$ cat config.mk
export PLATFORM = sky130hd
export DESIGN_NAME = capacitive_touch_scanner
export DESIGN_NICKNAME = d
export VERILOG_FILES = /design/src/rtl/whackamole_io_pkg.sv /design/src/rtl/pad_discharge_counter.sv /design/src/rtl/capacitive_touch_scanner.sv
export SDC_FILE = /design/constraint.sdc
export NUM_CORES = 1
export LEC_CHECK = 0
export CORE_MARGIN = 2
export CORE_UTILIZATION = 40
export DETAILED_ROUTE_END_ITERATION = 7
export PLACE_DENSITY = 0.68
export SKIP_LAST_GASP = 1
export SYNTH_ARGS = -nofsm -noshare
export SYNTH_HDL_FRONTEND = slang
export SYNTH_SLANG_ARGS = --single-unit
$ cat constraint.sdc
create_clock -name clock -period 5.1 [get_ports clock]
set_input_delay 0.51 -clock clock [delete_from_list [all_inputs] [get_ports clock]]
set_output_delay 0.51 -clock clock [all_outputs]
set_load 0.005 [all_outputs]
$ cat src/rtl/whackamole_io_pkg.sv
// Shared constants and scan FSM encoding for the whack-a-mole I/O blocks
// (touch scanner and LED driver).
package whackamole_io_pkg;

    localparam int NUM_PADS_DEF = 9;
    localparam int CNT_W_DEF    = 10;
    localparam int TMR_W        = 16;

    typedef enum logic [2:0] {
        ST_IDLE,
        ST_CHARGE,
        ST_MEASURE,
        ST_EVAL,
        ST_GAP
    } scan_state_e;

endpackage

$ cat src/rtl/pad_discharge_counter.sv
// One sensor pad: 2-flop synchronizer plus a saturating discharge counter
// that freezes the first time the synced pad is seen low during a measure.
module pad_discharge_counter #(
    parameter int CNT_W          = 10,
    parameter int TIMEOUT_CYCLES = 1023
) (
    input  logic             clock,
    input  logic             reset,
    input  logic             pad_i,
    input  logic             clear_i,
    input  logic             measure_en_i,
    output logic [CNT_W-1:0] count_o,
    output logic             still_high_o
);

    logic             sync1_q, sync2_q;
    logic             frozen_q, frozen_d;
    logic [CNT_W-1:0] count_q, count_d;

    always_comb begin
        count_d  = count_q;
        frozen_d = frozen_q;
        if (clear_i) begin
            count_d  = '0;
            frozen_d = 1'b0;
        end else if (measure_en_i && !frozen_q) begin
            if (!sync2_q) begin
                frozen_d = 1'b1;
            end else if (count_q < CNT_W'(TIMEOUT_CYCLES)) begin
                count_d = count_q + CNT_W'(1);
            end
        end
    end

    always_ff @(posedge clock or negedge reset) begin
        if (!reset) begin
            sync1_q  <= 1'b0;
            sync2_q  <= 1'b0;
            frozen_q <= 1'b0;
            count_q  <= '0;
        end else begin
            sync1_q  <= pad_i;
            sync2_q  <= sync1_q;
            frozen_q <= frozen_d;
            count_q  <= count_d;
        end
    end

    assign count_o      = count_q;
    assign still_high_o = ~frozen_q;

endmodule

$ cat src/rtl/capacitive_touch_scanner.sv
// Capacitive pad scanner: charges all pads, times their discharge, and turns
// the counts into debounced touch flags, hit pulses and timeout faults.
module capacitive_touch_scanner
    import whackamole_io_pkg::*;
#(
    parameter int NUM_PADS       = NUM_PADS_DEF,
    parameter int CNT_W          = CNT_W_DEF,
    parameter int CHARGE_CYCLES  = 64,
    parameter int TIMEOUT_CYCLES = 1023,
    parameter int GAP_CYCLES     = 256,
    parameter int DEBOUNCE       = 3
) (
    input  logic                clock,
    input  logic                reset,
    input  logic                scan_enable,
    input  logic [CNT_W-1:0]    threshold,
    input  logic [NUM_PADS-1:0] capacitive_sensors_in,
    output logic                capacitive_sensors_out,
    output logic [NUM_PADS-1:0] touch_state,
    output logic [NUM_PADS-1:0] touch_pulse,
    output logic [NUM_PADS-1:0] pad_fault,
    output logic                scan_done,
    input  logic [3:0]          count_sel,
    output logic [CNT_W-1:0]    count_value
);

    scan_state_e      state_q, state_d;
    logic [TMR_W-1:0] timer_q, timer_d;
    logic             clear, measure_en, eval_en;

    logic [NUM_PADS-1:0][CNT_W-1:0]    cnt;
    logic [NUM_PADS-1:0]               still_high;
    logic [NUM_PADS-1:0]               raw;
    logic [NUM_PADS-1:0][DEBOUNCE-1:0] hist_q, hist_d;
    logic [NUM_PADS-1:0]               touch_q, touch_d;
    logic [NUM_PADS-1:0]               fault_q, pulse_q;
    logic [NUM_PADS-1:0][CNT_W-1:0]    lat_q;
    logic                              done_q;

    for (genvar g = 0; g < NUM_PADS; g++) begin : g_pad
        pad_discharge_counter #(
            .CNT_W          (CNT_W),
            .TIMEOUT_CYCLES (TIMEOUT_CYCLES)
        ) u_pad (
            .clock        (clock),
            .reset        (reset),
            .pad_i        (capacitive_sensors_in[g]),
            .clear_i      (clear),
            .measure_en_i (measure_en),
            .count_o      (cnt[g]),
            .still_high_o (still_high[g])
        );
    end

    // One shared timer serves charge, measure and gap; it restarts on every state change.
    always_comb begin
        state_d    = state_q;
        timer_d    = timer_q + TMR_W'(1);
        clear      = 1'b0;
        measure_en = 1'b0;
        eval_en    = 1'b0;
        unique case (state_q)
            ST_IDLE: begin
                timer_d = '0;
                if (scan_enable) begin
                    state_d = ST_CHARGE;
                    clear   = 1'b1;
                end
            end
            ST_CHARGE: begin
                if (timer_q == TMR_W'(CHARGE_CYCLES - 1)) begin
                    state_d = ST_MEASURE;
                    timer_d = '0;
                end
            end
            ST_MEASURE: begin
                measure_en = 1'b1;
                if (~|still_high || timer_q == TMR_W'(TIMEOUT_CYCLES - 1)) begin
                    state_d = ST_EVAL;
                    timer_d = '0;
                end
            end
            ST_EVAL: begin
                eval_en = 1'b1;
                state_d = ST_GAP;
                timer_d = '0;
            end
            ST_GAP: begin
                if (timer_q == TMR_W'(GAP_CYCLES - 1)) begin
                    state_d = ST_IDLE;
                    timer_d = '0;
                end
            end
            default: begin
                state_d = ST_IDLE;
                timer_d = '0;
            end
        endcase
    end

    always_ff @(posedge clock or negedge reset) begin
        if (!reset) begin
            state_q <= ST_IDLE;
            timer_q <= '0;
        end else begin
            state_q <= state_d;
            timer_q <= timer_d;
        end
    end

    // A flag only flips once the whole history agrees; mixed history holds it.
    always_comb begin
        raw     = '0;
        hist_d  = hist_q;
        touch_d = touch_q;
        for (int i = 0; i < NUM_PADS; i++) begin
            raw[i]    = (cnt[i] >= threshold) && !still_high[i];
            hist_d[i] = {hist_q[i][DEBOUNCE-2:0], raw[i]};
            if (&hist_d[i]) begin
                touch_d[i] = 1'b1;
            end else if (~|hist_d[i]) begin
                touch_d[i] = 1'b0;
            end
        end
    end

    always_ff @(posedge clock or negedge reset) begin
        if (!reset) begin
            hist_q  <= '0;
            touch_q <= '0;
            fault_q <= '0;
            lat_q   <= '0;
            pulse_q <= '0;
            done_q  <= 1'b0;
        end else begin
            pulse_q <= '0;
            done_q  <= 1'b0;
            if (eval_en) begin
                hist_q  <= hist_d;
                touch_q <= touch_d;
                fault_q <= still_high;
                lat_q   <= cnt;
                pulse_q <= touch_d & ~touch_q;
                done_q  <= 1'b1;
            end
        end
    end

    always_comb begin
        count_value = '0;
        for (int i = 0; i < NUM_PADS; i++) begin
            if (count_sel == 4'(i)) begin
                count_value = lat_q[i];
            end
        end
    end

    assign capacitive_sensors_out = (state_q == ST_CHARGE);
    assign touch_state            = touch_q;
    assign touch_pulse            = pulse_q;
    assign pad_fault              = fault_q;
    assign scan_done              = done_q;

endmodule

**After elaboration in Yosys (flattened, before gate mapping)**

Cells that the tools add are included.

- Input port bits: 26
- Logic and storage cells: 328
- Output and inout port bits: 39
- Register bits: 272

- Reductions and logical operators: 96
- Equal/unequal tests: 28
- Add/subtract/negate cells: 10
- Bitwise operators: 11
- Order comparisons: 18
- Multiplexer cells: 105

Operators by type and width:

| kind | number |
|---|---|
| $mux W10 | 45 |
| $add A10 B1 Y10 const B | 9 |
| $ge A10 B10 Y1 | 9 |
| $lt A10 B10 Y1 const B | 9 |
| $reduce_and A3 Y1 | 18 |
| $reduce_bool A2 Y1 | 27 |
| $mux W1 | 50 |
| $mux W16 | 3 |
| $pmux W16 S3 | 1 |
| $reduce_or A3 Y1 | 9 |
| $ne A2 B2 Y1 const B | 12 |
| $logic_and A1 B1 Y1 | 18 |
| $reduce_and A2 Y1 | 9 |
| $add A16 B1 Y16 const B | 1 |
| $eq A16 B10 Y1 const B | 1 |
| $eq A16 B6 Y1 const B | 1 |
| $eq A16 B8 Y1 const B | 1 |
| $eq A4 B3 Y1 const B | 4 |
| $pmux W3 S5 | 1 |
| $mux W3 | 4 |
| $logic_not A1 Y1 | 10 |
| $and A9 B9 Y9 | 1 |
| $mux W9 | 1 |
| $not A1 Y1 | 9 |
| other kinds (13) | 15 |

**Longest topological paths before layout**

- Depth after elaboration: 10
- Depth in mapped cells: 8
- Gate-level depth less buffers: 7

**Cells and area by module**

From an unflattened synthesis, not the netlist that was laid out.

- Cells, all modules: 1,556
- Area total of the unflattened synthesis: 14,915.6 µm²

By module, submodules not included:

| module | area an instance (µm²) | cells each | seq. area each (µm²) | instances |
|---|---|---|---|---|
| capacitive_touch_scanner | 8,828.5 | 980 | 3,878.7 | 1 |
| pad_discharge_counter at g_pad[0].u_pad ... | 679.4 | 64 | 325.3 | 8 |
| pad_discharge_counter at g_pad[8].u_pad | 651.9 | 64 | 325.3 | 1 |

**Least setup slack after synthesis**

No wires, ideal clock.

- Path type: input to output
- Start: in count_sel[2]
- End: out count_value[2]
- Setup slack: 2.863 ns
- Buffers on the path: 1
- Arrival: 1.727 ns
- Stages: 5
- Required time: 4.590 ns
- Cell sequence: buf_2 > clkinv_1 > nor3_1 > a22oi_1 > o221ai_1

- Cells in the longest elaborated chain, start to end: 10
- Elaborated cells on any way between the ends: 18
- Classes of those cells: 8 x eq/ne; 9 x mux; 1 x reduce/logical

RTL lines:

| element | line | text |
|---|---|---|
| start: declaration | capacitive_touch_scanner.sv:23 | `input logic [3:0] count_sel,` |
| $logic_not A4 Y1 | capacitive_touch_scanner.sv:152 | `if (count_sel == 4'(i)) begin` |
| $mux W10 (8 in series) | capacitive_touch_scanner.sv:152 |  |
| $mux W10 * | capacitive_touch_scanner.sv:152 |  |
| end: declaration | capacitive_touch_scanner.sv:24 | `output logic [CNT_W-1:0] count_value` |

Every way passes the cells marked *; elsewhere a longest branch is shown, timed or not.

**Worst setup path in the final report**

- Start: in count_sel[0]
- End: out count_value[1]

The elaborated chain is that of the path after synthesis.

==> out/metrics.cfg <==
[global_routing]
busiest_layer=met2
grt_use_total_pct=21.2
grt_pass1_wl_mm=61.8
grt_pass1_vias=11100
grt_start_max_net_pins=117
antenna_found_initial=0
met2_usage_pct=36.0
grt_use_met3_pct=3.06
gr-usage-met1_pct=27.4
grt-ovfl-total=0

[die]
dieArea_mm2=0.0373
dieHeight_um=193
coreArea_mm2=0.0354
initial_core_util_pct=40.4
ios=65
die_x_um=193
row_count=69

[timing]
min_period_over_period_pct=79.8
maxSlewViolCount=0
min_period_ns=4.07
worstMarginPinSlew_ns=1.04
finalHoldViolCount=3
finalSetupViolations=0
hold_slack_ns=-0.0153
setup_slack_ns=1.03
skew_ns=0.0218
fin_setup_tns_ns=0
rsz0062_at_grt=no
relSlewSlack_pct=29.5
clock.fmax_mhz=246

[route]
vias=11300
drt_iter0_drc=884
wl_per_cell_um=19.0
drc_errors=0
drt_wl_total_mm=38.8
drtAntennaViolNets=0
vias_per_cell=5.53
first_pass_iters=5

[yosys]
synth_edf_count=0
synth_flop_cell=dfrtp_1
synthAdderAreaFrac_pct=8.84
synthXorXnorAreaFrac_pct=4.11
yosys.area_share.simple_pct=21.9
ys_seq_elements=272
synth_compound_area_share_pct=11.6
yosys_warnings=0
seq_area_frac_synth_pct=47.6
synth_top_family_by_area=simple AND/OR/NAND/NOR gates
synth_area_per_cell_um2=9.52
synth_cell_types=75
yosys-mux-area-fraction_pct=2.91
syn_inst=1501
syn_area_mm2=0.0143
synth_nets=1628
ys_async_sr_fraction_pct=100

[critical_path]
crit_top_cell=clkdlybuf4s50_1
cp_max_fo=21
start_kind=input pin
rrSetupSlack_ns=2.30
worstPathRequired_ns=4.59
path_cells=clkdlybuf4s50_1 -> nor3b_1 -> nor2b_1 -> a22oi_1 -> o21ai_0 -> clkdlybuf4s50_1
crit_buf_inv=2
cp_top_family=buffers and inverters
reg2reg_from=state_q[2]
path_class=input pin to output pin
end_kind=output pin
reg2reg_to=touch_state[8]
startpoint=count_sel[0]
crit_end=count_value[1]
cp.arrival_ns=3.56
rr_worst_depth=7
max_stage_delay_ns=0.98
cp.depth=6
cpMaxStageDelayCell=nor3b_1

[clocking]
numCtsBuffers=30
cts.sinks=272
cts_resized=0
clk_latency_ns=0.57
clk_path_buf_depth=3
cts_root_buf=clkbuf_16
clk_pin_slew_worst_paths_ns=0.06
cts_setup_buffers=0
cts_hold_buf=0
tritoncts=built
h-tree-depth=1

[hold_path]
hp-class=input pin to async pin

[cells_and_area]
areaGrowthSynthToFinish_pct=14.8
drive_above_1_share_pct=6.96
nNetsFinal=1686
mostFrequentLayoutCells=nand2_1 (365), dfrtp_1 (272), nor2_1 (133), ha_1 (101), clkdlybuf4s50_1 (63)
num_antenna_cells=0
final_common_cell=nand2_1

[power]
p_sw_w=0.00240
seqPwrFrac_pct=44.7
p_sw_share_pct=35.2
p_leak_nw=7.71
intPower_w=0.00443
combPwrFrac_pct=24.0
powerDensity_mw_per_mm2=416
clockPowerShare_pct=31.3
max-vdd-ir-drop_uv=288

[place]
post-place-ws_ns=1.06
io_buffers=64
gp_congestion=0.911
dp_hpwl_mm=26.8

[status]
violations=negative hold slack
status=complete, but fails checks

[run]
maxCapViolCount=0

## stage by stage
| step | hold WS [ns] | power, W | area [um^2] | utilization, % | cells |
|---|---|---|---|---|---|
| after floorplan | 0.214 | 0.00404 | 14300 | - | 1501 |
| after global placement | 0.335 | 0.00465 | 15400 | 43.5 | 1988 |
| after detailed placement | 0.336 | 0.00472 | 15400 | 43.5 | 1988 |
| after CTS | 0.0223 | 0.00688 | 16400 | 46.4 | 2042 |
| after global routing | 0.0487 | 0.00721 | 16400 | 46.4 | 2042 |
| final | -0.0153 | 0.00683 | 16400 | 46.4 | 2042 |
## how the worst min path moves through the flow
stage,startpoint,endpoint,slack [ns],depth (start not counted)
final,reset,g_pad[5].u_pad.sync1_q,-0.02,1
after global routing,reset,g_pad[5].u_pad.sync1_q,0.05,1
after detailed placement,g_pad[3].u_pad.sync1_q,g_pad[3].u_pad.sync2_q,0.34,0
after global placement,g_pad[7].u_pad.sync1_q,g_pad[7].u_pad.sync2_q,0.34,0
after CTS,reset,g_pad[5].u_pad.frozen_q,0.02,1
after floorplan,reset,g_pad[0].u_pad.count_o[0],0.21,0
## cell type report
class	count	area, um^2
fill	3314	19000
timing repair buffer	81	786
inverter	47	178
multi-input combinational	1127	7070
clock buffer	40	858
sequential	272	6810
tap	461	577
clock inverter	14	134
## routing by layer
layer	vias to the layer above	share of wire [%]	wire (um)
met2	318	48	18700
met5	-	0	0
li1	5378	-	-
met1	5523	43	16700
met3	72	5.0	1930
met4	0	4.0	1550
## state kept, by name (all words and copies together) (netlist names)
register / flops
touch_state: 9
hist_d: 18
touch_pulse: 9
scan_done: 1
g_pad.u_pad.frozen_q: 9
pad_fault: 9
g_pad.u_pad.sync1_q: 9
timer_q: 16
state_q: 3
g_pad.u_pad.count_o: 90
lat_q: 90
g_pad.u_pad.sync2_q: 9
## logic make-up after synthesis
group                      after synthesis
AOI/OAI and AO/OA                      243
xor gates and xnor gates                67
adders and majority gates              101
buffers and inverters                  102
DFF                                    272
muxes                                   29
and+or+nand+nor                        687
## cells in the mapped netlist (all sizes together), types with 11 or more instances
cell type / count / area share (%)
a21oi: 47 / 1.6
clkbuf: 32 / 0.84
o21ai: 59 / 2.1
and4: 13 / 0.80
xnor2: 35 / 2.1
a31oi: 29 / 1.3
and3: 15 / 0.67
o31ai: 12 / 0.63
nor2: 143 / 3.9
inv: 46 / 1.2
nor3: 21 / 0.81
nand4: 27 / 1.2
buf: 23 / 0.91
a211oi: 11 / 0.58
mux2i: 19 / 1.3
nand2b: 18 / 0.79
xor2: 32 / 2.0
dfrtp: 272 / 48
nand3: 33 / 1.2
nand2: 365 / 9.6
a22oi: 23 / 1.2
ha: 101 / 8.8
## power by group through the flow
stage	combinational, W	sequential, W	clock, W
after detailed placement	0.00164	0.00308	0
after global routing	0.00184	0.00310	0.00227
after floorplan	0.00116	0.00288	0
after global placement	0.00157	0.00308	0
final	0.00164	0.00306	0.00214
after CTS	0.00165	0.00305	0.00218
(Power assumes the default switching activity.)
